===== config.mk =====
export PLATFORM = sky130hd
export DESIGN_NAME = mem_stage
export DESIGN_NICKNAME = d
export VERILOG_FILES = /design/src/rtl/mem_stage_pkg.sv /design/src/rtl/mem_load_align.sv /design/src/rtl/mem_stage.sv
export SDC_FILE = /design/constraint.sdc
export NUM_CORES = 1
export LEC_CHECK = 0
export BUFFER_PORTS_ARGS = -buffer_cell sky130_fd_sc_hd__buf_2
export CAP_MARGIN = 20
export CORE_ASPECT_RATIO = 2
export CORE_MARGIN = 2
export CORE_UTILIZATION = 47
export CTS_BUF_LIST = sky130_fd_sc_hd__clkbuf_4 sky130_fd_sc_hd__clkbuf_8 sky130_fd_sc_hd__clkbuf_16
export DETAILED_ROUTE_END_ITERATION = 8
export MAX_ROUTING_LAYER = met4
export PLACE_DENSITY = 0.74
export SKIP_LAST_GASP = 1
export SLEW_MARGIN = 20
export SYNTH_ARGS = -nofsm -noshare
export SYNTH_HDL_FRONTEND = slang
export SYNTH_HIERARCHICAL = 1
export SYNTH_SLANG_ARGS = --single-unit

===== constraint.sdc =====
create_clock -name clk -period 3.8 [get_ports clk]
set_input_delay 0.38 -clock clk [delete_from_list [all_inputs] [get_ports clk]]
set_output_delay 0.38 -clock clk [all_outputs]
set_load 0.005 [all_outputs]

===== src/rtl/mem_stage_pkg.sv =====
// Shared bus widths and load-op encodings for the MEM stage and its neighbours.
package mem_stage_pkg;

    localparam int ES_TO_MS_BUS_WD = 74;
    localparam int MS_TO_WS_BUS_WD = 74;
    localparam int MS_FWD_BUS_WD   = 39;

    typedef enum logic [2:0] {
        LD_NONE = 3'd0,
        LD_LB   = 3'd1,
        LD_LBU  = 3'd2,
        LD_LH   = 3'd3,
        LD_LHU  = 3'd4,
        LD_LW   = 3'd5,
        LD_LWL  = 3'd6,
        LD_LWR  = 3'd7
    } load_op_e;

endpackage


===== src/rtl/mem_load_align.sv =====
// Load data alignment/extension and WB byte-enable generation (combinational).
import mem_stage_pkg::*;

module mem_load_align (
    input  logic [2:0]  load_op,
    input  logic [1:0]  addr_low,
    input  logic [31:0] rdata,
    input  logic [31:0] alu_result,
    input  logic        gr_we,
    output logic [31:0] final_result,
    output logic [3:0]  byte_we
);

    logic [7:0]  sel_b;
    logic [15:0] sel_h;
    logic [3:0]  we_raw;

    assign sel_b = rdata[{addr_low, 3'b000} +: 8];
    assign sel_h = addr_low[1] ? rdata[31:16] : rdata[15:0];

    always_comb begin
        final_result = alu_result;
        we_raw       = 4'b1111;
        case (load_op_e'(load_op))
            LD_LB:   final_result = {{24{sel_b[7]}}, sel_b};
            LD_LBU:  final_result = {24'd0, sel_b};
            LD_LH:   final_result = {{16{sel_h[15]}}, sel_h};
            LD_LHU:  final_result = {16'd0, sel_h};
            LD_LW:   final_result = rdata;
            // 3-a == ~a for a 2-bit offset
            LD_LWL: begin
                final_result = rdata << {~addr_low, 3'b000};
                we_raw       = 4'b1111 << ~addr_low;
            end
            LD_LWR: begin
                final_result = rdata >> {addr_low, 3'b000};
                we_raw       = 4'b1111 >> addr_low;
            end
            default: final_result = alu_result;
        endcase
    end

    assign byte_we = gr_we ? we_raw : 4'b0000;

endmodule


===== src/rtl/mem_stage.sv =====
// MIPS MEM stage: waits on data-SRAM responses, buffers them under WB backpressure,
// aligns load data. Optional MS_EX_FLUSH_EN adds ws_flush with stale-response discard.
import mem_stage_pkg::*;

module mem_stage (
    input  logic                       clk,
    input  logic                       reset,
    output logic                       ms_allowin,
    input  logic                       es_to_ms_valid,
    input  logic [ES_TO_MS_BUS_WD-1:0] es_to_ms_bus,
    input  logic                       ws_allowin,
    output logic                       ms_to_ws_valid,
    output logic [MS_TO_WS_BUS_WD-1:0] ms_to_ws_bus,
    input  logic                       data_sram_data_ok,
    input  logic [31:0]                data_sram_rdata,
`ifdef MS_EX_FLUSH_EN
    input  logic                       ws_flush,
`endif
    output logic [MS_FWD_BUS_WD-1:0]   ms_fwd_bus
);

    logic [ES_TO_MS_BUS_WD-1:0] ms_bus;
    logic        ms_valid;
    logic        buf_valid;
    logic [31:0] rdata_buf;
    logic        resp_ok;
    logic        ms_ready_go;

    logic        mem_req;
    logic [2:0]  load_op;
    logic        gr_we;
    logic [4:0]  dest;
    logic [31:0] alu_result;
    logic [31:0] pc;
    logic [31:0] rdata_eff;
    logic [31:0] final_result;
    logic [3:0]  byte_we;

    assign {mem_req, load_op, gr_we, dest, alu_result, pc} = ms_bus;

`ifdef MS_EX_FLUSH_EN
    logic discard;
    logic flush_wait;

    // A response owed to a flushed instruction must not complete the next one
    assign resp_ok    = data_sram_data_ok && !discard;
    assign flush_wait = ws_flush && ms_valid && mem_req && !buf_valid && !resp_ok;

    always_ff @(posedge clk or posedge reset) begin
        if (reset)                  discard <= 1'b0;
        else if (flush_wait)        discard <= 1'b1;
        else if (data_sram_data_ok) discard <= 1'b0;
    end
`else
    assign resp_ok = data_sram_data_ok;
`endif

    assign ms_ready_go    = !mem_req || resp_ok || buf_valid;
    assign ms_allowin     = !ms_valid || (ms_ready_go && ws_allowin);
    assign ms_to_ws_valid = ms_valid && ms_ready_go;

    always_ff @(posedge clk or posedge reset) begin
        if (reset)           ms_valid <= 1'b0;
`ifdef MS_EX_FLUSH_EN
        else if (ws_flush)   ms_valid <= 1'b0;
`endif
        else if (ms_allowin) ms_valid <= es_to_ms_valid;
    end

    always_ff @(posedge clk or posedge reset) begin
        if (reset)                             ms_bus <= '0;
        else if (es_to_ms_valid && ms_allowin) ms_bus <= es_to_ms_bus;
    end

    always_ff @(posedge clk or posedge reset) begin
        if (reset) begin
            buf_valid <= 1'b0;
            rdata_buf <= '0;
        end
`ifdef MS_EX_FLUSH_EN
        else if (ws_flush) buf_valid <= 1'b0;
`endif
        else if (ms_to_ws_valid && ws_allowin) buf_valid <= 1'b0;
        else if (ms_valid && mem_req && resp_ok && !ws_allowin && !buf_valid) begin
            buf_valid <= 1'b1;
            rdata_buf <= data_sram_rdata;
        end
    end

    assign rdata_eff = buf_valid ? rdata_buf : data_sram_rdata;

    mem_load_align u_align (
        .load_op      (load_op),
        .addr_low     (alu_result[1:0]),
        .rdata        (rdata_eff),
        .alu_result   (alu_result),
        .gr_we        (gr_we),
        .final_result (final_result),
        .byte_we      (byte_we)
    );

    assign ms_to_ws_bus = {byte_we, gr_we, dest, final_result, pc};

    assign ms_fwd_bus = ms_valid ? {gr_we && (load_op != 3'd0) && !ms_ready_go,
                                    gr_we, dest, final_result}
                                 : '0;

`ifndef SYNTHESIS
    // one response per instruction: nothing may arrive once it is buffered
    assert property (@(posedge clk) disable iff (reset) !(buf_valid && data_sram_data_ok));
`endif

endmodule

==> flow_summary.yaml, run 1 <==
global_routing:
  grt_pass1_vias: 5935
  grt_pass1_wl_um: 32600
  overflow: 0
  grt_antenna_before_repair: 0
  grt_max_degree: 80
  track_usage_pct: 25.8
worst_setup_path:
  endpoint_kind: "primary output"
  critPathKind: "reg2out"
  cp_max_fo: 26
  crit_chain: "buf_12 -> mux2_2 -> mux4_2 -> o21ai_0 -> a21oi_1 -> a2111o_1 -> and2_1 -> buf_2"
  cpPeakStageDelay_ps: 610
  crit_path_start: "buf_valid$_DFFE_PP0P_"
  r2r_cells: 4
  crit_required_ps: 3420
  arrival_ps: 3230
  critPathLaunchType: "register"
  cp_slowest_cell: "dfrtp_1"
  r2r_start: "buf_valid$_DFFE_PP0P_"
cells_and_area:
  drive_gt1_share_pct: 50.7
  multi_input_area_mm2: 0.00397
  num-fill-cells: 1384
  nets: 940
  final_core_util_pct: 55.9
  seq_area_mm2: 0.00271
  layout_commonest_cell: "buf_2"
  area_growth_pct: 16.6
  layout_common_cells: "buf_2 (225), dfrtp_1 (106), mux2_2 (86)"
  final_cell_area_mm2: 0.00855
  num_antenna_cells: 0
clock_network:
  cts-htree-levels: 3
  root_buffer: "clkbuf_16"
  cts_tree: "done"
  clkLatencyLatePin_ps: 360
  clock-sinks: 108
  numCtsBuffers: 9
  clkTransAtPathRegs_ps: 80
  clockBufferDepth: 2
synth:
  synth_edf_count: 0
  synthFlopType: "dfrtp_1"
  synth.avg_cell_area_um2: 11.1
  netlist_area_mm2: 0.00733
  synthAdderAreaFrac_pct: 0
  yosys.area_share.simple_pct: 10.7
  syn_nets: 773
  synth_seq_cells: 108
  synth_compound_area_share_pct: 11.5
  ys_async_sr_fraction_pct: 100
  syn-instance-count: 662
  synth_xor_xnor_area_share_pct: 0
  synth_top_family_by_area: "multiplexers"
  muxShareOfSynthArea_pct: 31.8
  yosysWarnings: 6
  ys_types: 54
  yosysSeqAreaShare_pct: 36.9
sta:
  relSlewSlack_pct: 27.1
  worst_pin_slew_ps: 1090
  finalSetupViolCount: 0
  grt_setup_unrepaired: "false"
  fin_crit_sh_pct: 94.9
  finalClockSkew_ps: 9.34
  hold_viol: 0
  min_period_ps: 3610
  maxSlewViolCount: 0
  fmax_mhz: 277
  fin_tns_setup_ps: 0
power:
  leakage_nw: 4.08
  peakVddDrop_mv: 0.285
  power.density_mw_per_mm2: 621
place:
  port-buffer-count: 225
  dp.final_hpwl_um: 16100
  postPlaceCellArea_mm2: 0.00826
  place_congestion: 0.965
routing:
  drt-total-wl_um: 21200
  drc: 0
  firstDrtPassIters: 5
  antenna_left: 0
  vias_per_cell: 5.78
  wl_per_cell_um: 20.5
  via_count: 5964
  first_iter_violations: 434
job:
  drv_cap: 0
die:
  boundaryPins: 226
  fp.coreArea_mm2: 0.0153
  die_h_um: 181
  rows: 64
  fp.dieArea_mm2: 0.0167
  die_x_um: 92.3
  start_util_pct: 47.9
worst_hold_path:
  hold_class: "in2async"
run_status:
  status: "complete, no violations"
==> logic make-up after synthesis <==
logic type	count (synthesis)
mux	181
flops	108
buf+inv	96
compound gates	121
simple gates	156
==> path summary, 6_finish.rpt <==
check                                                  to  slack [ps]
max in group asynchronous          ms_bus[29]$_DFFE_PP0P_        2800
min in group clk                   ms_bus[47]$_DFFE_PP0P_         240
worst max register to register     ms_bus[54]$_DFFE_PP0P_        1480
worst min-delay path               ms_bus[69]$_DFFE_PP0P_         140
worst min register to register  rdata_buf[18]$_DFFE_PP0P_         490
worst max-delay path                        ms_fwd_bus[1]         190
==> repair_timing <==
action                     4_1_cts  5_1_grt
setup buffers                    0        0
setup endpoints to repair        0        2
resized for setup                0        1
hold buffers                     0        0
==> power by group <==
group          leakage (nW)  switching, mW  internal [mW]
Clock                 0.138          0.448          0.469
Combinational          2.67           1.28           1.34
Sequential             1.27          0.266           1.51
==> sequential cells by signal, summed over array words and instances (netlist names) <==
| signal | count |
|---|---|
| buf_valid | 1 |
| ms_bus | 74 |
| rdata_buf | 32 |
| ms_valid | 1 |
==> critical path, delay by kind of cell, from the launching register on <==
kind,cells,cell delay (ps)
buffers and inverters,2,360
muxes,2,970
and+or+nand+nor,1,190
AOI/OAI and AO/OA,3,730
DFF,1,610
==> layer usage <==
layer | vias to the layer above | wire [um] | GRT usage [%]
met1 | 2893 | 7890 | 28.7
met5 | - | 0 | -
met2 | 295 | 10900 | 44.4
li1 | 2702 | - | -
met4 | 0 | 1260 | 14.7
met3 | 74 | 1140 | 2.68
==> metrics by stage <==
step / worst slack [ps] / hold WS [ps] / cells / power (mW)
after floorplan: 574 / 452 / 662 / 3.57
after global placement: 613 / 461 / 1016 / 4.33
after detailed placement: 518 / 476 / 1016 / 4.39
after CTS: 116 / 239 / 1032 / 5.32
after global routing: 97.9 / 208 / 1032 / 5.62
final: 192 / 142 / 1032 / 5.31
==> final cells by class <==
cell class	instances	share of cell area (%)
Inverter	7	0.366
Clock inverter	5	0.498
Tap cell	198	2.90
Clock buffer	11	2.81
Sequential cell	108	31.7
Timing Repair Buffer	245	15.4
Multi-Input combinational cell	458	46.4
==> cell usage after synthesis (all sizes together) (8+ instances only) <==
| library cell | number | area [um2] |
|---|---|---|
| mux2i | 26 | 260 |
| nand2 | 40 | 150 |
| a21oi | 33 | 165 |
| mux4 | 8 | 188 |
| dfrtp | 108 | 2700 |
| mux2 | 147 | 1880 |
| clkbuf | 18 | 67.6 |
| and2 | 38 | 238 |
| a22oi | 8 | 60.1 |
| nor2 | 42 | 160 |
| nand3 | 10 | 50.1 |
| a31oi | 17 | 113 |
| buf | 71 | 582 |
| o21ai | 11 | 55.1 |
| a221oi | 8 | 70.1 |
| o22ai | 16 | 100 |
(Power assumes the default switching activity.)
==> inputs of run 2 (changes only) <==
BUFFER_PORTS_ARGS = -buffer_cell sky130_fd_sc_hd__buf_4   (was -buffer_cell sky130_fd_sc_hd__buf_2)
CORE_UTILIZATION = 53   (was 47)
PLACE_DENSITY = 0.82   (was 0.74)
==> run 2 against run 1 <==
Net effect:
- hold slack better by 29 ps
- register-to-register slack gained 60 ps
- non-clock buffer count increased by 5
- flip-flop and latch count unchanged
- global-route usage is 4.8 points higher
- maximum frequency is 1.3% higher
- sequential power barely moved
- largest power group unchanged
==> flow_summary.yaml, run 2 (synthesis results as in run 1) <==
cells_and_area:
  final_cells: 994
  layout_common_cells: "buf_4 (248), dfrtp_1 (106), mux2_2 (86)"
  top_regs: "ms_bus x74, rdata_buf x32"
  drive_gt1_share_pct: 51.0
  layout_commonest_cell: "buf_4"
  area_growth_pct: 23.8
  num_antenna_cells: 0
  largest_reg_flops: 74
  nets: 945
  max_flop_register: "ms_bus"
power:
  total_power_mw: 5.65
  peakVddDrop_mv: 0.325
  leakage_nw: 4.27
  power.density_mw_per_mm2: 622
sta:
  worst_pin_slew_ps: 730
  fin_crit_sh_pct: 93.7
  hold_viol: 0
  fin_tns_setup_ps: 0
  finalClockSkew_ps: 8.97
  relSlewSlack_pct: 51.4
  grt_setup_unrepaired: "false"
  fmax_mhz: 281
  finalSetupViolCount: 0
  min_period_ps: 3560
  timing.final.ws_setup_ps: 238
  maxSlewViolCount: 0
worst_setup_path:
  arrival_ps: 3180
  cp_slowest_cell: "mux4_1"
  critPathKind: "reg2out"
  crit_chain: "buf_6 -> mux2_2 -> mux4_1 -> o21ai_0 -> a21oi_1 -> a2111o_1 -> and2_1 -> buf_4"
  crit_required_ps: 3420
  cpPeakStageDelay_ps: 590
  cp_max_fo: 25
  endpoint_kind: "primary output"
  crit_buf_inv: 2
  critPathLaunchType: "register"
  critPathTopFamily: "multiplexers"
place:
  dp.final_hpwl_um: 17000
  place_congestion: 1.01
  port-buffer-count: 225
  place_inst: 978
  place_ws_ps: 524
clock_network:
  clkTransAtPathRegs_ps: 70
  clockBufferDepth: 2
  cts-htree-levels: 3
  post_cts.repair.setup_buffers: 0
  clock-sinks: 108
  root_buffer: "clkbuf_16"
  cts_tree: "done"
  numCtsBuffers: 9
  clkLatencyLatePin_ps: 350
global_routing:
  overflow: 0
  grt_max_degree: 80
  grt_pass1_vias: 6024
  grt_pass1_wl_um: 33700
  grt_antenna_before_repair: 0
  track_usage_pct: 30.6
routing:
  vias_per_cell: 6.16
  via_count: 6119
  antenna_left: 0
  drc: 0
  first_iter_violations: 530
  firstDrtPassIters: 5
  drt-total-wl_um: 22400
  wl_per_cell_um: 22.6
die:
  rows: 60
  start_util_pct: 54.2
  fp.coreArea_mm2: 0.0135
  die_h_um: 170
  fp.dieArea_mm2: 0.0148
  die_x_um: 87.2
  boundaryPins: 226
worst_hold_path:
  hold_class: "in2async"
run_status:
  status: "complete, no violations"
job:
  drv_cap: 0
-- run 2: cell count changes in the layout (fill, tap and decap cells not counted), sizes merged --
cell | before | now
buf | 245 | 250
clkbuf | 11 | 10
clkinv | 2 | 3
-- run 2: per-layer routing --
metal	GRT usage (%)	wire, um	up-vias
met5	-	0	-
met4	11.1	663	0
met3	2.86	1340	43
met2	54.2	12200	342
met1	35.4	8260	3021
li1	-	-	2713
-- run 2: power breakdown --
group	switching, mW	internal, mW
Combinational	1.38	1.60
Clock	0.453	0.467
Sequential	0.250	1.51
Total	2.08	3.57
-- run 2: final timing paths --
check / from / to / slack (ps) / cells after the start
max reg2reg: buf_valid$_DFFE_PP0P_ / ms_bus[61]$_DFFE_PP0P_ / 1540 / 5
min: reset / rdata_buf[30]$_DFFE_PP0P_ / 170 / 2
min reg2reg: rdata_buf[18]$_DFFE_PP0P_ / rdata_buf[18]$_DFFE_PP0P_ / 500 / 1
min in group clk: es_to_ms_bus[66] / ms_bus[66]$_DFFE_PP0P_ / 250 / 2
max in group asynchronous: reset / ms_bus[11]$_DFFE_PP0P_ / 2940 / 3
max: buf_valid$_DFFE_PP0P_ / ms_fwd_bus[6] / 240 / 8
-- run 2: per-stage QoR --
| step | util, % | hold WS (ps) | cell area, um2 |
|---|---|---|---|
| after floorplan | - | 452 | 7330 |
| after global placement | 65.0 | 464 | 8780 |
| after detailed placement | 65.0 | 490 | 8780 |
| after CTS | 67.1 | 245 | 9070 |
| after global routing | 67.2 | 239 | 9080 |
| final | 67.2 | 171 | 9080 |
-- run 2: area by class of cell --
| class | count | area (um2) |
|---|---|---|
| Timing Repair Buffer | 250 | 1890 |
| Multi-Input combinational cell | 458 | 3970 |
| Tap cell | 155 | 194 |
| Clock inverter | 6 | 56.3 |
| Inverter | 7 | 31.3 |
| Clock buffer | 10 | 233 |
| Sequential cell | 108 | 2710 |
| Fill cell | 1074 | 4440 |
-- run 2: worst reg2reg max path, cell delays in order (launching register included) --
cell,delay [ps]
dfrtp_1,460
buf_4,200
nand4bb_1,230
nand3_4,420
buf_12,390
mux2_2,460
-- run 2: timing repair --
item                                    CTS  global route
resized for setup                         0             2
endpoints found under the setup margin    0            14
hold buffers                              0             0
